## src/rtl/sys_arr_pkg.sv

```systemverilog
// sys_arr_pkg: shared widths, feeder FSM states and drain length for the systolic array slice
package sys_arr_pkg;
  localparam int DATA_W = 8;
  localparam int SUM_W = 16;
  typedef enum logic [1:0] {IDLE, STREAM, DRAIN} feed_state_t;
  function automatic int drain_len(input int w);
    return 2 * w - 1;
  endfunction
endpackage

```

## src/rtl/sys_arr_fifo.sv

```systemverilog
// sys_arr_fifo: sync FIFO; ports clock/reset_n/clear, push/wdata in, pop/rdata out, full/empty/count status
module sys_arr_fifo #(
  parameter int width = 17,
  parameter int depth = 4
) (
  input  logic                     clock,
  input  logic                     reset_n,
  input  logic                     clear,
  input  logic                     push,
  input  logic [width-1:0]         wdata,
  input  logic                     pop,
  output logic [width-1:0]         rdata,
  output logic                     full,
  output logic                     empty,
  output logic [$clog2(depth):0]   count
);
  localparam int AW = $clog2(depth);
  localparam int CNTW = AW + 1;
  localparam logic [CNTW-1:0] FULL_CNT = CNTW'(depth);
  logic [width-1:0] mem [depth];
  logic [AW-1:0] wptr, rptr;
  logic wr, rd;
  assign full = count == FULL_CNT;
  assign empty = count == '0;
  assign wr = push && !full;
  assign rd = pop && !empty;
  assign rdata = mem[rptr];
  always_ff @(posedge clock) if (wr) mem[wptr] <= wdata;
  always_ff @(posedge clock or negedge reset_n)
    if (!reset_n) begin
      wptr <= '0;
      rptr <= '0;
      count <= '0;
    end else if (clear) begin
      wptr <= '0;
      rptr <= '0;
      count <= '0;
    end else begin
      if (wr) wptr <= wptr + 1'b1;
      if (rd) rptr <= rptr + 1'b1;
      count <= count + {{AW{1'b0}}, wr} - {{AW{1'b0}}, rd};
    end
endmodule

```

## src/rtl/sys_arr_feeder.sv

```systemverilog
// sys_arr_feeder: buffers s_data vectors, skews row i by i cycles onto datain/lane_valid, drives active/tile_done/busy
module sys_arr_feeder
  import sys_arr_pkg::*;
#(
  parameter int width_height = 2,
  parameter int fifo_depth = 4
) (
  input  logic                             clock,
  input  logic                             reset_n,
  input  logic                             clear,
  input  logic [DATA_W*width_height-1:0]   s_data,
  input  logic                             s_last,
  input  logic                             s_valid,
  output logic                             s_ready,
  output logic [DATA_W*width_height-1:0]   datain,
  output logic [width_height-1:0]          lane_valid,
  output logic                             active,
  output logic                             tile_done,
  output logic                             busy
);
  localparam int VW = DATA_W * width_height;
  localparam int CW = $clog2(2 * width_height);
  localparam int CNTW = $clog2(fifo_depth) + 1;
  localparam logic [CW-1:0] DRAIN_CNT = CW'(drain_len(width_height));
  localparam logic [CW-1:0] ONE = CW'(1);
  localparam logic [CNTW-1:0] FD = CNTW'(fifo_depth);
  feed_state_t state;
  logic [CW-1:0] drain_cnt;
  logic [VW:0] rdata;
  logic [CNTW-1:0] count;
  logic full, empty, pop;
  logic [VW-1:0] inj_data;
  assign s_ready = count < FD;
  assign busy = state != IDLE;
  assign pop = state == STREAM && !empty;
  assign inj_data = pop ? rdata[VW-1:0] : '0;
  sys_arr_fifo #(.width(VW + 1), .depth(fifo_depth)) u_fifo (
    .clock  (clock),
    .reset_n(reset_n),
    .clear  (clear),
    .push   (s_valid && !full),
    .wdata  ({s_last, s_data}),
    .pop    (pop),
    .rdata  (rdata),
    .full   (full),
    .empty  (empty),
    .count  (count)
  );
  always_ff @(posedge clock or negedge reset_n)
    if (!reset_n) begin
      state <= IDLE;
      drain_cnt <= '0;
      active <= 1'b0;
      tile_done <= 1'b0;
    end else if (clear) begin
      state <= IDLE;
      drain_cnt <= '0;
      active <= 1'b0;
      tile_done <= 1'b0;
    end else begin
      active <= state != IDLE;
      tile_done <= 1'b0;
      case (state)
        IDLE: if (!empty) state <= STREAM;
        STREAM:
          if (pop && rdata[VW]) begin
            state <= DRAIN;
            drain_cnt <= DRAIN_CNT;
            tile_done <= DRAIN_CNT == ONE;
          end
        DRAIN: begin
          drain_cnt <= drain_cnt - 1'b1;
          tile_done <= (drain_cnt - 1'b1) == ONE;
          if (drain_cnt == ONE) state <= IDLE;
        end
        default: state <= IDLE;
      endcase
    end
  for (genvar l = 0; l < width_height; l++) begin : g_lane
    logic [DATA_W:0] sr [l+1];
    always_ff @(posedge clock or negedge reset_n)
      if (!reset_n) begin
        for (int k = 0; k <= l; k++) sr[k] <= '0;
      end else if (clear) begin
        for (int k = 0; k <= l; k++) sr[k] <= '0;
      end else begin
        sr[0] <= {pop, inj_data[l*DATA_W +: DATA_W]};
        for (int k = 1; k <= l; k++) sr[k] <= sr[k-1];
      end
    assign {lane_valid[l], datain[l*DATA_W +: DATA_W]} = sr[l];
  end
endmodule

```

## config.mk

```make
export PLATFORM = sky130hd
export DESIGN_NAME = sys_arr_feeder
export DESIGN_NICKNAME = d
export VERILOG_FILES = /design/src/rtl/sys_arr_pkg.sv /design/src/rtl/sys_arr_fifo.sv /design/src/rtl/sys_arr_feeder.sv
export SDC_FILE = /design/constraint.sdc
export NUM_CORES = 1
export LEC_CHECK = 0
export CAP_MARGIN = 20
export CORE_MARGIN = 1
export CORE_UTILIZATION = 53
export CTS_BUF_LIST = sky130_fd_sc_hd__clkbuf_4
export DETAILED_ROUTE_END_ITERATION = 7
export PLACE_DENSITY = 0.8
export SLEW_MARGIN = 10
export SYNTH_ARGS = -nofsm -noshare
export SYNTH_HDL_FRONTEND = slang
export SYNTH_HIERARCHICAL = 1
export SYNTH_SLANG_ARGS = --single-unit
```

## constraint.sdc

```tcl
create_clock -name clock -period 2.65 [get_ports clock]
set_clock_uncertainty 0.2 [all_clocks]
set_input_delay 0.265 -clock clock [delete_from_list [all_inputs] [get_ports clock]]
set_output_delay 0.265 -clock clock [all_outputs]
set_load 0.02 [all_outputs]
```

==> results of run 1 <==
-- cells in the mapped netlist, drive strengths merged, types with 2 or more instances --
library cell	n
inv	11
nor3	2
clkbuf	2
a21oi	3
mux4	17
and2	21
nor2b	12
xor2	3
a221oi	2
nand2b	2
ha	8
o21ai	2
edfxtp	68
mux2i	2
or3	2
dfrtp	39
nor2	6
buf	15
nor3b	3
-- placed cells by master, fill, tap and decap left out, drive strengths merged --
cell	n
and4bb	1
diode	1
dfrtp	39
dlygate4sd3	1
inv	17
clkdlybuf4s50	41
nor2	6
clkinv	1
nand2	1
clkbuf	9
mux2i	2
or3	2
edfxtp	68
ha	8
nor3b	3
nor2b	12
buf	18
o21ai	2
a2111oi	1
and2	21
mux4	17
or2	1
o31ai	1
a21oi	3
a221oi	2
nand2b	2
and3b	1
xor2	3
nor3	2
fa	1
and2b	1
-- logic make-up (layout without fill, tap and decap cells) --
kind of cell / Yosys count / in the layout
flip-flops: 107 / 107
XOR/XNOR: 3 / 3
other: 0 / 1
AO/OA/AOI/OAI: 9 / 9
AND/OR/NAND/NOR: 53 / 53
buffers and inverters: 28 / 87
multiplexers: 19 / 19
adder cells (fa/ha/maj): 9 / 9
-- area by class of cell --
class	instances	area (sq um)
multi-input combinational	93	1060
tap	102	128
clock inverter	7	73.8
sequential	107	3020
antenna	1	2.50
inverter	11	41.3
timing repair buffer	60	557
fill	554	2770
clock buffer	9	67.6
-- worst paths after layout --
path / from / to / slack [ns] / cells past startpoint
worst min register to register: g_lane[1].sr[11] / datain[10] / 0.28 / 1
min in group asynchronous: reset_n / g_lane[0].sr[7] / 0.23 / 2
max in group asynchronous: reset_n / u_fifo/count[0] / 1.43 / 2
worst max-delay path: u_fifo/count[2] / u_fifo/count[2] / 0.03 / 13
worst min-delay path: s_data[5] / u_fifo/mem[1][5] / 0.21 / 1
worst max register to register: u_fifo/count[2] / u_fifo/count[2] / 0.03 / 13
-- power groups by stage --
stage	Sequential (W)	Clock, W	Combinational [W]
floorplan	0.00212	0	0.000557
global placement	0.00211	0	0.000815
detailed placement	0.00213	0	0.000846
CTS	0.00210	0.000841	0.000858
global route	0.00212	0.000900	0.00100
finish	0.00210	0.000797	0.000906
-- stage by stage --
stage | TNS [ns] | util (%) | total power [W]
after floorplan | 0 | - | 0.00268
after global placement | 0 | 61.3 | 0.00293
after detailed placement | -0.0326 | 61.3 | 0.00297
after CTS | 0 | 63.3 | 0.00380
after global routing | -0.163 | 64.1 | 0.00402
final | 0 | 64.1 | 0.00380
-- layer usage --
metal	track usage, %	vias to the layer above	share of wire [%]
li1	-	953	-
met1	18.4	987	41
met2	28.0	36	54
met3	4.69	7	3.0
met4	8.60	0	1.9
met5	0	-	0
-- worst max-delay path, cell delays in order (launching register included) --
cell and delay [ns]:
sky130_fd_sc_hd__dfrtp_2 0.47, sky130_fd_sc_hd__buf_6 0.13, sky130_fd_sc_hd__nor3_4 0.22, sky130_fd_sc_hd__nor3b_4 0.08
sky130_fd_sc_hd__o31ai_2 0.08, sky130_fd_sc_hd__inv_1 0.07, sky130_fd_sc_hd__ha_1 0.27, sky130_fd_sc_hd__inv_1 0.06
sky130_fd_sc_hd__ha_1 0.14, sky130_fd_sc_hd__inv_2 0.04, sky130_fd_sc_hd__fa_2 0.32, sky130_fd_sc_hd__xor2_1 0.15
sky130_fd_sc_hd__and2_1 0.15, sky130_fd_sc_hd__nor3_1 0.16
-- sequential cells by signal, indices dropped and copies added (netlist names) --
register and flops:
u_fifo/mem 68, g_lane.sr 17, datain 8, u_fifo/count 3, drain_cnt 2, state 2, u_fifo/rptr 2, u_fifo/wptr 2
active 1, lane_valid 1, tile_done 1
-- what timing repair did --
| action | in CTS | in global routing |
|---|---|---|
| pin swaps | 0 | 5 |
| resized for setup | 2 | 8 |
| setup endpoints to repair | 1 | 1 |
| setup buffers | 0 | 5 |
| hold endpoints to repair | 39 | 0 |
| hold buffers | 1 | 0 |
==> results.md, run 1 <==
Outcome:
- The run finished with clean final reports.

Pwr:
- The internal power component is 0.00271 W.
- In this run, flip-flops and latches consume 55.2% of the power.
- The worst IR drop on VDD is 377 uV.
- The switching power is 0.00109 W.
- The areal power density over the cells is 766 nW/um^2.
- The reported leakage power is 1.92 nW.
- The switching part of the total power is 28.8%.
- The clock network is responsible for 21.0% of the overall power.
- The proportion of power drawn by combinational gates is 23.8%.

Placed design:
- Detailed placement ended at an HPWL of 3750 um.
- Buffers placed on the I/O ports in this run total 42.
- At the end of routability-driven placement, the weighted congestion stood at 0.725.
- The number of placed instances, taps included, is 367.
- The cell area after placement is 4730 sq um.
- OpenSTA, run right after detailed placement, puts the worst setup slack at -0.0326 ns.

Logic synthesis:
- In the synthesized netlist the async set-or-reset flop fraction comes to 36.4%.
- The average instance in the mapped netlist occupies 18.6 sq um.
- The count of synthesis-stage warnings from yosys is 6.
- The count of flip-flops with a built-in enable after synthesis is 68.
- The synthesized design spends more area on one cell type than any other, namely sky130_fd_sc_hd__edfxtp_1.
- The number of nets handed over by synthesis was 258.
- The synthesized netlist devotes 8.60% of its cell area to simple gates.
- The share of synthesized cell area in full adder, half adder and majority cells is 2.83%.
- After synthesis, the cell types taking the most area are sky130_fd_sc_hd__edfxtp_1 48%, sky130_fd_sc_hd__dfrtp_1 23%, sky130_fd_sc_hd__mux4_1 11%.
- The post-synthesis cell type count is 33.
- By area, the combinational part of the netlist is dominated by multiplexers.
- Multiplexer cells account for 11.0% of the synthesized area.
- The synthesized netlist occupies a cell area of 4250 sq um.
- The synthesized netlist devotes 0.619% of its cell area to XOR and XNOR gates.
- In this run the biggest area consumer among cell types represents 48.1% of the synthesized area.
- In the synthesized netlist the dominant register cell turns out to be sky130_fd_sc_hd__edfxtp_1.
- The synthesized design contains 107 register bits.
- For this run, the register share of the synthesized area comes to 71.1%.
- Synthesis produced 228 cells.
- The complex-gate fraction of the synthesized area is 1.38%.

STA:
- On the final layout, the worst hold slack is 0.210 ns.
- The smallest setup slack after layout is 0.0335 ns.
- The final count of pins violating max slew came to 0.
- At the pin with the least slew margin, the transition time is 0.871 ns.
- The total count of hold-check failures in the final report is 0.
- Setup repair after global routing could not meet its margin everywhere.
- The final-report setup violation count is 0.
- Counting I/O delays and the setup requirement, the final critical path takes 2.62 ns.
- In this run the tightest slew margin relative to its limit is 41.9%.
- The top achievable clock speed is 382 MHz.
- The ratio of final minimum period to clock period is 98.7%.

Clocking:
- The depth of the CTS H-tree is 3.
- The longest clock path from root to sink contains 2 buffers.
- Counting the buffers created by CTS gives 9.
- Clock latency on the worst-skew pair, taken at its later pin, is 0.46 ns.
- In this run the clock root is driven by a sky130_fd_sc_hd__clkbuf_4.
- The number of sinks handled by clock tree synthesis is 107.
- The clock tree from TritonCTS is yes.
- After clock tree synthesis, the clock-pin slew on the worst setup and hold paths is 0.18 ns.

Critical path:
- The element type at the critical path start is a flop.
- The sort of element at the end of the critical path is a flop.
- The worst setup path is of the flop to flop kind.
- The arrival time reported for the critical path endpoint is 2.81 ns.
- The required time at the endpoint of the critical path is 2.84 ns.
- The maximum fanout count along the critical path is 3.

Global routing:
- The first global-routing pass estimated 9740 um of wire.
- The via count of the first global-routing pass is 1939.
- The total global routing track utilization is 16.3%.
- The residual overflow from global routing is 0.
- The number of antenna violations at the first check in global routing is 1.
- Entering global routing, the biggest net connects 40 pins.

Die:
- The floorplan step defined a die boundary enclosing 8370 sq um.
- In this run the count of I/O pins placed on the die edge is 43.
- The floorplan row count is 32.
- The die is 91.5 um wide.
- The floorplan step set the die height to 91.5 um.
- The initial cell density of the core is 55.0%.
- The core area is 7730 sq um.

Job:
- The number of maximum-capacitance violations is 0.

Routing:
- Dividing the detail-routed wire length by the instance count gives 15.4 um.
- In the routed design, unresolved DRC markers number 0.
- The detail-routed via count per cell is 5.08.
- The first routing iteration left 120 violations.
- Detailed routing inserted a total of 1983 vias.
- Before antenna repair, the detailed router went through 4 iterations.
- The number of nets still failing antenna checks after routing is 0.
- For this block, the routed nets add up to 6010 um of wire.

Cells and area:
- The number of nets in the layout is 312.
- The final design instance area without fill is 4960 sq um.
- The synthesis-to-finish area growth is 16.7%.
- Cells with a size suffix above 1 make up 22.3% of the layout.
- The final cell count without fillers is 390.

Hold path:
- In this run the worst hold path is classified as input pin to flop.
(Power assumes the default switching activity.)
==> run 2: changes to the inputs <==
- CORE_ASPECT_RATIO: not set -> 0.7
==> results.md, run 2 (synthesized netlist as in run 1, its figures left out) <==
STA:
- The final-report setup violation count was 0 (unchanged).
- The final worst hold slack was 0.223 ns (was 0.210 ns).
- The final period demand of the worst path is 2.58 ns (was 2.62 ns).
- The relative max-transition margin came to 40.0% (was 41.9%).
- The ratio of final minimum period to clock period was 97.2% (was 98.7%).
- The actual transition at the worst max-transition pin came to 0.900 ns (was 0.871 ns).
- The top achievable clock speed was 388 MHz (was 382 MHz).
- The final count of pins violating max slew is 0 (unchanged).
- Unrepaired setup endpoints after global routing: yes (unchanged).
- The total count of hold-check failures in the final report is 0 (unchanged).

Placed design:
- The number of buffers added on ports is 42 (unchanged).
- The routability-driven placement congestion ratio is 0.701 (was 0.725).
- The cell area after placement is 4730 sq um (about the same).
- The estimated wirelength of the detail-placed design is 4080 um (was 3750 um).

Cells and area:
- The final core utilization came to 65.5% (was 64.1%).
- The register with the most flip-flops is u_fifo/mem (unchanged).
- The final design instance area without fill is 4920 sq um (was 4960 sq um).
- The synthesis-to-finish area growth is 16.0% (was 16.7%).
- The flip-flop count of the largest register, all copies and words added was 68 (unchanged).
- The proportion of layout cells with a drive suffix above 1 is 21.3% (was 22.3%).
- The leading cell type in the layout, fill and taps excluded was sky130_fd_sc_hd__edfxtp_1 (unchanged).
- Most used cells in the layout excluding fill and tap cells: 68 x sky130_fd_sc_hd__edfxtp_1, 41 x sky130_fd_sc_hd__clkdlybuf4s50_1, 37 x sky130_fd_sc_hd__dfrtp_1 (was 68 x sky130_fd_sc_hd__edfxtp_1, 41 x sky130_fd_sc_hd__clkdlybuf4s50_1, 36 x sky130_fd_sc_hd__dfrtp_1).
- The number of nets in the layout is 311 (was 312).
- The count of inserted antenna diode cells came to 0 (was 1).

Pwr:
- The proportion of power drawn by combinational gates is 24.3% (was 23.8%).
- The share of power burned in the clock network is 19.2% (was 21.0%).
- The reported leakage power is 1.90 nW (was 1.92 nW).
- The worst IR drop on VDD is 476 uV (was 377 uV).
- The switching part of the total power is 28.4% (was 28.8%).
- The internal power component is 0.00267 W (was 0.00271 W).
- The areal power density over the cells is 758 nW/um^2 (was 766 nW/um^2).
- The sequential fraction of design power came to 56.4% (was 55.2%).
- The switching power is 0.00106 W (was 0.00109 W).

Global routing:
- The residual overflow from global routing is 0 (unchanged).
- The via count of the first global-routing pass is 2039 (was 1939).
- The largest net degree at the start of global routing is 40 (unchanged).
- The total global routing track utilization came to 18.2% (was 16.3%).
- The global-route wire length before repair is 10800 um (was 9740 um).
- The number of antenna violations at the first check in global routing is 0 (was 1).

Die:
- The count of pins on the block boundary is 43 (unchanged).
- The die span in y came to 76.9 um (was 91.5 um).
- The horizontal die dimension came to 109 um (was 91.5 um).
- The initial cell density of the core came to 56.5% (was 55.0%).
- The die area came to 8380 sq um (was 8370 sq um).
- The floorplan row count was 26 (was 32).
- The core area is 7510 sq um (was 7730 sq um).

Routing:
- The DRC violation total after the first TritonRoute iteration is 124 (was 120).
- The detail-routed via count per cell is 5.22 (was 5.08).
- The number of nets still failing antenna checks after routing is 0 (unchanged).
- The number of DRC violations after detailed routing was 0 (unchanged).
- The number of iterations in the first detailed-routing pass came to 4 (unchanged).
- The overall via count from detail_route is 2003 (was 1983).
- The average wire length per cell after detail routing is 17.3 um (was 15.4 um).
- The detailed-route wire length is 6640 um (was 6010 um).

Outcome:
- Result of the run: finished, final reports clean (unchanged).

Critical path:
- The sort of element at the end of the critical path is a flop (unchanged).
- The element type at the critical path start is a flop (unchanged).
- The maximum fanout count along the critical path is 5 (was 3).
- The arrival time reported for the critical path endpoint is 2.78 ns (was 2.81 ns).
- The critical path class was flop to flop (unchanged).
- The required time at the endpoint of the critical path is 2.85 ns (was 2.84 ns).

Clocking:
- The clock tree from TritonCTS is yes (unchanged).
- The largest buffer count on any clock path is 2 (unchanged).
- The post-CTS clock slew at the launch and capture registers of the worst setup and hold paths is 0.16 ns (was 0.18 ns).
- The clock buffer count from CTS is 9 (unchanged).
- The CTS root buffer is sky130_fd_sc_hd__clkbuf_4 (unchanged).
- The number of sinks handled by clock tree synthesis is 107 (unchanged).
- The source-to-sink clock delay at the later pin of the worst-skew pair was 0.47 ns (was 0.46 ns).
- The depth of the CTS H-tree is 3 (unchanged).

Job:
- The number of maximum-capacitance violations was 0 (unchanged).

Hold path:
- The type of the most critical hold path is input pin to flop (unchanged).
[run 2: power groups by stage]
stage	combinational, W	sequential (W)	clock, W
2_1_floorplan	0.000557	0.00212	0
3_3_place_gp	0.000818	0.00212	0
3_5_place_dp	0.000844	0.00213	0
4_1_cts	0.000860	0.00210	0.000741
5_1_grt	0.00100	0.00213	0.000816
6_report	0.000909	0.00211	0.000717
[run 2: path summary, 6_finish.rpt]
kind | slack, ns | start | end | cells after the start
max | 0.07 | u_fifo/count[1] | u_fifo/count[2] | 11
min | 0.22 | s_data[0] | u_fifo/mem[0][0] | 1
max reg2reg | 0.07 | u_fifo/count[1] | u_fifo/count[2] | 11
min reg2reg | 0.28 | g_lane[1].sr[10] | datain[9] | 1
max in group asynchronous | 1.39 | reset_n | u_fifo/count[2] | 2
min in group asynchronous | 0.26 | reset_n | g_lane[0].sr[2] | 2
[run 2: final cells by class]
cell class | count | area (sq um)
clock buffer | 10 | 75.1
clock inverter | 6 | 41.3
fill | 538 | 2590
inverter | 11 | 41.3
multi-input combinational | 93 | 1080
sequential | 107 | 3020
tap | 98 | 123
timing repair buffer | 59 | 546
[run 2: stage by stage]
stage	std cells	setup TNS (ns)	setup WS [ns]	total power (W)
2_1_floorplan	228	0	0.0807	0.00268
3_3_place_gp	363	0	0.0258	0.00294
3_5_place_dp	363	-0.0671	-0.0671	0.00298
4_1_cts	381	0	0.00969	0.00371
5_1_grt	384	-0.0386	-0.0386	0.00395
6_report	384	0	0.0744	0.00373
[run 2: timing repair]
item | 4_1_cts | 5_1_grt
setup endpoints to repair | 1 | 1
setup buffers | 1 | 3
hold buffers | 1 | 0
pin swaps | 1 | 2
resized for setup | 3 | 6
hold endpoints to repair | 39 | 0
[run 2: metal layers]
metal,track usage [%],vias up,share of wire [%]
met3,7.82,6,5.3
li1,-,939,-
met1,24.4,1007,46
met2,27.5,51,48
met5,0,-,0
met4,4.59,0,0.86
[run 2: worst max-delay path, cell delays in order (launching register included)]
cell and delay, ns:
sky130_fd_sc_hd__dfrtp_2 0.50, sky130_fd_sc_hd__buf_4 0.17, sky130_fd_sc_hd__o31ai_4 0.27, sky130_fd_sc_hd__inv_1 0.07, sky130_fd_sc_hd__ha_1 0.29, sky130_fd_sc_hd__inv_1 0.06, sky130_fd_sc_hd__ha_1 0.15, sky130_fd_sc_hd__inv_1 0.05
sky130_fd_sc_hd__fa_2 0.33, sky130_fd_sc_hd__xor2_1 0.16, sky130_fd_sc_hd__and2_1 0.17, sky130_fd_sc_hd__nor3_2 0.10
